===== src/rtl/score_keeper.sv =====
// score_keeper: current-game BCD score and per-user high-score table.
// Optional feature macro: SCORE_KEEPER_HISCORE_EN compiles in the high-score
// table, the COMMIT compare/write, new_high and the display_sel=1 view.
// Without it, new_high is tied low and the current score is always shown.
`timescale 1ns/1ps
module score_keeper #(
  parameter int unsigned NUM_USERS = 6
) (
  input  logic       clk,
  input  logic       rst,
  input  logic       valid_in,
  input  logic [2:0] user_ID,
  input  logic       game_start_pulse,
  input  logic       catch_pulse,
  input  logic [3:0] catch_points,
  input  logic       game_over_pulse,
  input  logic       display_sel,
  output logic [3:0] score_tens,
  output logic [3:0] score_ones,
  output logic       new_high,
  output logic       playing
);

  localparam int unsigned DIGIT_W = 4;
  localparam int unsigned SCORE_W = 2 * DIGIT_W;
  localparam int unsigned USER_W  = 3;

  typedef enum logic [2:0] {
    LOCKED = 3'd0,
    IDLE   = 3'd1,
    PLAY   = 3'd2,
    COMMIT = 3'd3,
    SHOW   = 3'd4
  } state_e;

  state_e              state_q, state_d;
  logic [USER_W-1:0]   active_user_q, active_user_d;
  logic [DIGIT_W-1:0]  tens_q, tens_d;
  logic [DIGIT_W-1:0]  ones_q, ones_d;

  logic [DIGIT_W-1:0]  pts_c;
  logic [DIGIT_W:0]    ones_sum_c;
  logic                carry_c;
  logic [DIGIT_W-1:0]  add_tens_c;
  logic [DIGIT_W-1:0]  add_ones_c;

  // Clamp the catch value and form the saturating BCD sum of score + points
  always_comb begin
    pts_c      = (catch_points > 4'd9) ? 4'd9 : catch_points;
    ones_sum_c = {1'b0, ones_q} + {1'b0, pts_c};
    carry_c    = (ones_sum_c > 5'd9);
    add_ones_c = carry_c ? DIGIT_W'(ones_sum_c - 5'd10) : ones_sum_c[DIGIT_W-1:0];
    add_tens_c = tens_q + DIGIT_W'(carry_c);
    if (carry_c && (tens_q == 4'd9)) begin
      add_tens_c = 4'd9;
      add_ones_c = 4'd9;
    end
  end

`ifdef SCORE_KEEPER_HISCORE_EN
  logic [SCORE_W-1:0]  hs_q [NUM_USERS];
  logic [SCORE_W-1:0]  hs_d [NUM_USERS];
  logic                new_high_q, new_high_d;
  logic [SCORE_W-1:0]  hs_rd_c;
  logic                in_range_c;

  // Look up the active user's table entry; out-of-range IDs read as 00
  always_comb begin
    hs_rd_c    = '0;
    in_range_c = 1'b0;
    for (int i = 0; i < int'(NUM_USERS); i++) begin
      if (active_user_q == USER_W'(i)) begin
        hs_rd_c    = hs_q[i];
        in_range_c = 1'b1;
      end
    end
  end
`endif

  // Next-state, score, user latch and (optionally) table update
  always_comb begin
    state_d       = state_q;
    active_user_d = active_user_q;
    tens_d        = tens_q;
    ones_d        = ones_q;
`ifdef SCORE_KEEPER_HISCORE_EN
    hs_d          = hs_q;
    new_high_d    = new_high_q;
`endif
    if (!valid_in) begin
      state_d = LOCKED;
      tens_d  = '0;
      ones_d  = '0;
`ifdef SCORE_KEEPER_HISCORE_EN
      new_high_d = 1'b0;
`endif
    end else begin
      case (state_q)
        LOCKED: begin
          active_user_d = user_ID;
          state_d       = IDLE;
        end
        IDLE, SHOW: begin
          if (game_start_pulse) begin
            tens_d  = '0;
            ones_d  = '0;
            state_d = PLAY;
`ifdef SCORE_KEEPER_HISCORE_EN
            new_high_d = 1'b0;
`endif
          end
        end
        PLAY: begin
          if (game_start_pulse) begin
            tens_d = '0;
            ones_d = '0;
          end else begin
            if (catch_pulse) begin
              tens_d = add_tens_c;
              ones_d = add_ones_c;
            end
            if (game_over_pulse) begin
              state_d = COMMIT;
            end
          end
        end
        COMMIT: begin
          state_d = SHOW;
`ifdef SCORE_KEEPER_HISCORE_EN
          if (in_range_c && ({tens_q, ones_q} > hs_rd_c)) begin
            for (int i = 0; i < int'(NUM_USERS); i++) begin
              if (active_user_q == USER_W'(i)) begin
                hs_d[i] = {tens_q, ones_q};
              end
            end
            new_high_d = 1'b1;
          end else begin
            new_high_d = 1'b0;
          end
`endif
        end
        default: begin
          state_d = LOCKED;
        end
      endcase
    end
  end

  // State and datapath registers
  always_ff @(posedge clk or negedge rst) begin
    if (!rst) begin
      state_q       <= LOCKED;
      active_user_q <= '0;
      tens_q        <= '0;
      ones_q        <= '0;
`ifdef SCORE_KEEPER_HISCORE_EN
      new_high_q    <= 1'b0;
      for (int i = 0; i < int'(NUM_USERS); i++) begin
        hs_q[i] <= '0;
      end
`endif
    end else begin
      state_q       <= state_d;
      active_user_q <= active_user_d;
      tens_q        <= tens_d;
      ones_q        <= ones_d;
`ifdef SCORE_KEEPER_HISCORE_EN
      new_high_q    <= new_high_d;
      hs_q          <= hs_d;
`endif
    end
  end

  assign playing = (state_q == PLAY);

`ifdef SCORE_KEEPER_HISCORE_EN
  assign new_high = new_high_q;

  // Display mux: current score or active user's high score, same cycle
  always_comb begin
    score_tens = tens_q;
    score_ones = ones_q;
    if (display_sel) begin
      score_tens = hs_rd_c[SCORE_W-1:DIGIT_W];
      score_ones = hs_rd_c[DIGIT_W-1:0];
    end
  end
`else
  logic unused_cfg;

  assign new_high   = 1'b0;
  assign score_tens = tens_q;
  assign score_ones = ones_q;
  assign unused_cfg = ^{display_sel, 32'(NUM_USERS)};
`endif

endmodule


===== config.mk =====
export PLATFORM = sky130hd
export DESIGN_NAME = score_keeper
export DESIGN_NICKNAME = d
export VERILOG_FILES = /design/src/rtl/score_keeper.sv
export SDC_FILE = /design/constraint.sdc
export NUM_CORES = 1
export LEC_CHECK = 0
export CAP_MARGIN = 20
export CORE_MARGIN = 2
export CORE_UTILIZATION = 35
export DETAILED_ROUTE_END_ITERATION = 8
export GPL_TIMING_DRIVEN = 0
export PLACE_DENSITY = 0.64
export SLEW_MARGIN = 15
export SYNTH_ARGS = -nofsm -noshare
export SYNTH_HDL_FRONTEND = slang
export SYNTH_SLANG_ARGS = --single-unit

===== constraint.sdc =====
create_clock -name clk -period 7.94 [get_ports clk]
set_clock_uncertainty 0.2 [all_clocks]
set_input_delay 1.191 -clock clk [delete_from_list [all_inputs] [get_ports clk]]
set_output_delay 1.191 -clock clk [all_outputs]
set_load 0.01 [all_outputs]

## Word-level counts from Yosys, hierarchy flattened

Cells that the tools add are included.

- Bits in latches: 0
- ROM bits: 0
- Memories kept: 0
- Word-level logic and storage cells: 41
- Input bits: 14
- Flip-flop bits (word level): 11
- RAM bits: 0
- Output and inout port bits: 10

- Reduce and logical (&&, ||, !) cells: 5
- $add $sub $neg: 3
- Multiplexer cells: 18
- $lt $le $gt $ge: 2
- Shift operators: 0
- Eq/ne operators: 10
- Divide/modulo/power cells: 0
- Bitwise operators: 0
- Multipliers: 0

Operator list:

| cell | count |
|---|---|
| $mux 4 | 11 |
| $pmux 4 s2 | 2 |
| $mux 3 | 4 |
| $pmux 3 s4 | 1 |
| $ne 3x3->1 const B | 3 |
| $eq 3x2->1 const B | 2 |
| $reduce_and 3->1 | 2 |
| $add 4x4->5 | 1 |
| $gt 5x4->1 const B | 1 |
| $add 4x1->4 | 1 |
| $eq 4x4->1 const B | 1 |
| $gt 4x4->1 const B | 1 |
| $ne 4x4->1 const B | 1 |
| $sub 4x4->4 const B | 1 |
| $eq 3x1->1 const B | 1 |
| $eq 3x3->1 const B | 1 |
| $logic_not 3->1 | 1 |
| $ne 3x1->1 const B | 1 |
| $reduce_or 2->1 | 1 |
| $logic_and 1x1->1 | 1 |

## Depth between registers and ports, before layout

- Depth after elaboration: 10
- Gate-level depth with buffers: 13

## Least setup slack after synthesis

OpenSTA, ideal clock, no wires.

- Path type: input to register
- From: input port catch_points[2]
- To: register tens_q[2] (netlist: score_tens[2])
- Library setup time: 124 ps
- Slack: 4260 ps
- Cell stages on the path: 12
- Arrival: 3356 ps
- Cells stage by stage: o21ai_0 -> nand2b_1 -> ha_1 -> inv_1 -> fa_1 -> o2bb2ai_1 -> o21ai_2 -> ha_1 -> ha_1 -> inv_1 -> and3_1 -> a211o_1

- Word-level cells in the longest chain between the ends: 10

RTL lines:

| element | RTL line | RTL |
|---|---|---|
| start, declared | 15 | `input logic [3:0] catch_points,` |
| $gt 4x4->1 | 49 | `pts_c = (catch_points > 4'd9) ? 4'd9 : catch_points;` |
| $mux 4 (*) | 49 |  |
| $add 4x4->5 (*) | 50 | `ones_sum_c = {1'b0, ones_q} + {1'b0, pts_c};` |
| $gt 5x4->1 (*) | 51 | `carry_c = (ones_sum_c > 5'd9);` |
| $add 4x1->4 / $logic_and 1x1->1 (equally long branches) | 53, 54 |  |
| $mux 4 (*) | 54 | `if (carry_c && (tens_q == 4'd9)) begin` |
| $mux 4 (*) | 118 | `if (catch_pulse) begin` |
| $mux 4 (*) | 114 | `if (game_start_pulse) begin` |
| $pmux 4 s2 (*) | 98 | `case (state_q)` |
| $mux 4 (*) | 90 | `if (!valid_in) begin` |
| end signal, assigned | 165 | `tens_q <= tens_d;` |
| end, declared | 38 | `logic [DIGIT_W-1:0] tens_q, tens_d;` |

Mark *: on every way between the ends. The rest lies on a longest branch, timed or not. The select of a mux whose other input is x is not followed.
A chain may end at the register's enable or synchronous reset.

## Worst setup path after layout

- From: input port catch_points[3]
- To: register tens_q[2] (netlist: score_tens[2])

The elaborated chain is that of the path after synthesis.

==> impl_metrics.json <==
{
  "post_synth_fa_ha_maj_area_fraction_pct": 12.2,
  "netSwitchingFraction_pct": 28.6,
  "pwr-share-clk_pct": 31.5,
  "die_h_um": 54.2,
  "postRouteAntennaNets": 0,
  "floorplan.initialDensity_pct": 36.2,
  "timing.rr.end": "score_tens[2]$_DFFE_PN0P_",
  "seq_power_share_pct": 46.5,
  "worst_hold_startpoint": "score_ones[0]$_DFFE_PN0P_",
  "worst_path_largest_cell_delay_ps": 520,
  "power.density_nw_per_um2": 113,
  "power.share.combinational_pct": 22.0,
  "crit_buf_inv": 3,
  "mostFrequentLayoutCell": "clkdlybuf4s50_1",
  "timing.max_cap.violations": 0,
  "place.detailed.hpwl_um": 1350,
  "synth_largest_type_area_fraction_pct": 31.3,
  "path_common_cell": "ha_1",
  "postLayoutSetupSlackWorst_ps": 3720,
  "initial_antenna_violation_count": 0,
  "worstPathCellList": "clkdlybuf4s50_1 > o21ai_0 > nand2b_1 > ha_1 > inv_1 > fa_1 > xor2_1 > o2bb2ai_1 > o21ai_2 > ha_1 > ha_1 > inv_1 > and3_1 > a211o_1",
  "synth_cell_type_count": 37,
  "cp-start-kind": "input pin",
  "grt_max_degree": 12,
  "rsz0062_at_grt": "false",
  "area_overhead_vs_synth_pct": 26.6,
  "final_max_slew_viol_count": 0,
  "initial_drc_count": 5,
  "drt-total-wl_um": 1750,
  "synthDominantAreaCellType": "dfrtp_1",
  "placement_rows": 18,
  "remaining_drc_errors": 0,
  "period_needed_ps": 4220,
  "num-fill-cells": 248,
  "synth_enable_flop_cells": 0,
  "synth_mux_area_share_pct": 0,
  "clock.fmax_ghz": 0.237,
  "num_antenna_cells": 0,
  "synth_area_in_xor_xnor_pct": 2.98,
  "synth-seq-area-share_pct": 31.3,
  "cell_internal_pwr_uw": 90.3,
  "grt_remaining_overflow": 0,
  "post_drt_wl_per_cell_um": 11.9,
  "vias_per_cell": 5.08,
  "critPathArrivalTime_ps": 4180,
  "grt_pass1_wl_um": 2960,
  "r2r_slack_ps": 5000,
  "synthesized_nets": 118,
  "layout.cells.most_common_list": "clkdlybuf4s50_1 (17), dfrtp_1 (11), nand2_1 (8)",
  "cts_root_buffer": "clkbuf_4",
  "setup.worst_path.start": "catch_points[3]",
  "multi_input_comb_area_um2": 557,
  "worst-slew-pin-transition_ps": 562,
  "final_layout_size_suffix_gt1_share_pct": 10.3,
  "cp-end-kind": "flip-flop",
  "gp_congestion": 0.759,
  "vias": 747,
  "io-pin-count": 24,
  "async_flop_share_pct": 100,
  "htreeDepth": 1,
  "largest_fanout_on_the_critical_path": 9,
  "area_taken_by_flip_flops_and_latches_um2": 275,
  "tritoncts_num_sinks": 11,
  "port_buffers": 17,
  "cts.hold.buffers_added": 0,
  "dr.pass1.iters": 4,
  "core_region_area_um2": 2430,
  "grt_pass1_vias": 717,
  "dieWidth_um": 54.2,
  "cts_made_buffers": 3,
  "fin_tns_setup_ps": 0,
  "mappedNetlistArea_um2": 881,
  "synth.top_cells.by_area": "dfrtp_1 (31%), ha_1 (9.9%), a21oi_1 (4.0%), o21ai_0 (3.4%), nand2_1 (3.4%)",
  "worst_path_max_delay_cell": "clkdlybuf4s50_1",
  "synth_top_family_by_area": "compound AO/OA/AOI/OAI gates",
  "setup_viol_count_final": 0,
  "globalRouteTotalUtil_pct": 14.3,
  "dpl_worst_slack_ps": 3430,
  "timing.critical_path.depth": 14,
  "ys.flop_type": "dfrtp_1",
  "timing.critical_path.required_ps": 7900,
  "cts_tree": "done",
  "leakage_uw": 0.000498,
  "synth.ff_latch_count": 11,
  "critPathKind": "in -> reg",
  "cts_max_path_buffers": 2,
  "report.final.hold_viol_count": 0,
  "status": "finished clean",
  "synth-compound-area-share_pct": 25.7,
  "critPathTopFamily": "adder cells",
  "syn-mean-instance-area_um2": 9.18,
  "netlist_instances": 96,
  "post_cts.repair.setup_buffers": 0,
  "post_cts_resize_count": 0,
  "fin_nets": 140,
  "max-vdd-ir-drop_mv": 0.0874,
  "dieArea_um2": 2930,
  "timing.rr.start": "score_ones[0]$_DFFE_PN0P_",
  "total_power_uw": 126,
  "final_util_pct": 45.8,
  "endpoint": "score_tens[2]$_DFFE_PN0P_",
  "hold_path.class": "reg -> reg",
  "worst_reg2reg_path_depth": 11,
  "worstSkewPairLatency_ps": 280,
  "cts.reportedPaths.clkPinSlew_ps": 70,
  "switchingPower_uw": 36.1,
  "worst_slew_margin_rel_pct": 62.3,
  "yosysWarningCount": 0,
  "synth_simple_gate_area_share_pct": 21.9,
  "post-route-period-util_pct": 53.1,
  "hold_ws_ps": 315
}
-- per-stage QoR --
stage / std cells / area, um2
6_report: 147 / 1110
3_3_place_gp: 143 / 1090
5_1_grt: 147 / 1110
3_5_place_dp: 143 / 1090
2_1_floorplan: 96 / 881
4_1_cts: 147 / 1110
-- layout make-up --
type,instances,share of cell area [%]
sequential,11,24.7
clock buffer,4,2.36
inverter,4,1.35
buffer,5,3.03
multi-input combinational,76,49.9
tap,30,3.37
timing repair buffer,17,15.3
-- cell families after synthesis --
kind of cell | after synthesis
fa+ha+maj | 8
other cells | 1
buf+inv | 9
xor+xnor | 3
flops | 11
compound gates | 29
simple gates | 35
-- power groups by stage --
stage	registers (uW)	clock network (uW)	logic (uW)
after floorplan	59.7	0	17.9
after global placement	59.8	0	27.2
after detailed placement	59.8	0	28.0
after CTS	58.7	41.4	28.2
after global routing	59.0	44.0	31.1
final	58.7	39.8	27.9
-- layer usage --
metal | share of wire (%) | GRT usage, %
met1 | 51 | 18.6
met3 | 4.6 | 2.50
met4 | 2.1 | 7.50
met5 | 0 | 0
met2 | 43 | 22.3
-- synth_stat cells (3+ instances only) --
master    instances
ha_1              7
dfrtp_1          11
nor2_1            7
inv_1             4
nand2b_1          4
a21oi_1           7
o21ai_0           6
nand2_1           8
xor2_1            3
nor3_1            5
-- state kept, by name, indices dropped and copies added, names as in the netlist --
signal,cells
state_q,3
score_tens,4
score_ones,4
-- worst register-to-register path, cell delays in order, from the launching register on --
cell and delay, ps:
dfrtp_1 370, ha_1 190, inv_1 60, fa_1 390, xor2_1 190, o2bb2ai_1 170, o21ai_2 390, ha_1 270
ha_1 150, inv_1 60, and3_1 150, a211o_1 220
-- how the worst min path moves through the flow --
| stage | endpoint | slack [ps] | cells after the start |
|---|---|---|---|
| 3_3_place_gp | score_ones[0]$_DFFE_PN0P_ | 310 | 2 |
| 3_5_place_dp | score_ones[0]$_DFFE_PN0P_ | 310 | 2 |
| 5_1_grt | score_ones[0]$_DFFE_PN0P_ | 380 | 2 |
| 4_1_cts | score_ones[0]$_DFFE_PN0P_ | 330 | 2 |
| 6_report | score_ones[0]$_DFFE_PN0P_ | 310 | 2 |
| 2_1_floorplan | score_ones[0]$_DFFE_PN0P_ | 340 | 2 |
Power figures use the tool's default switching activity.
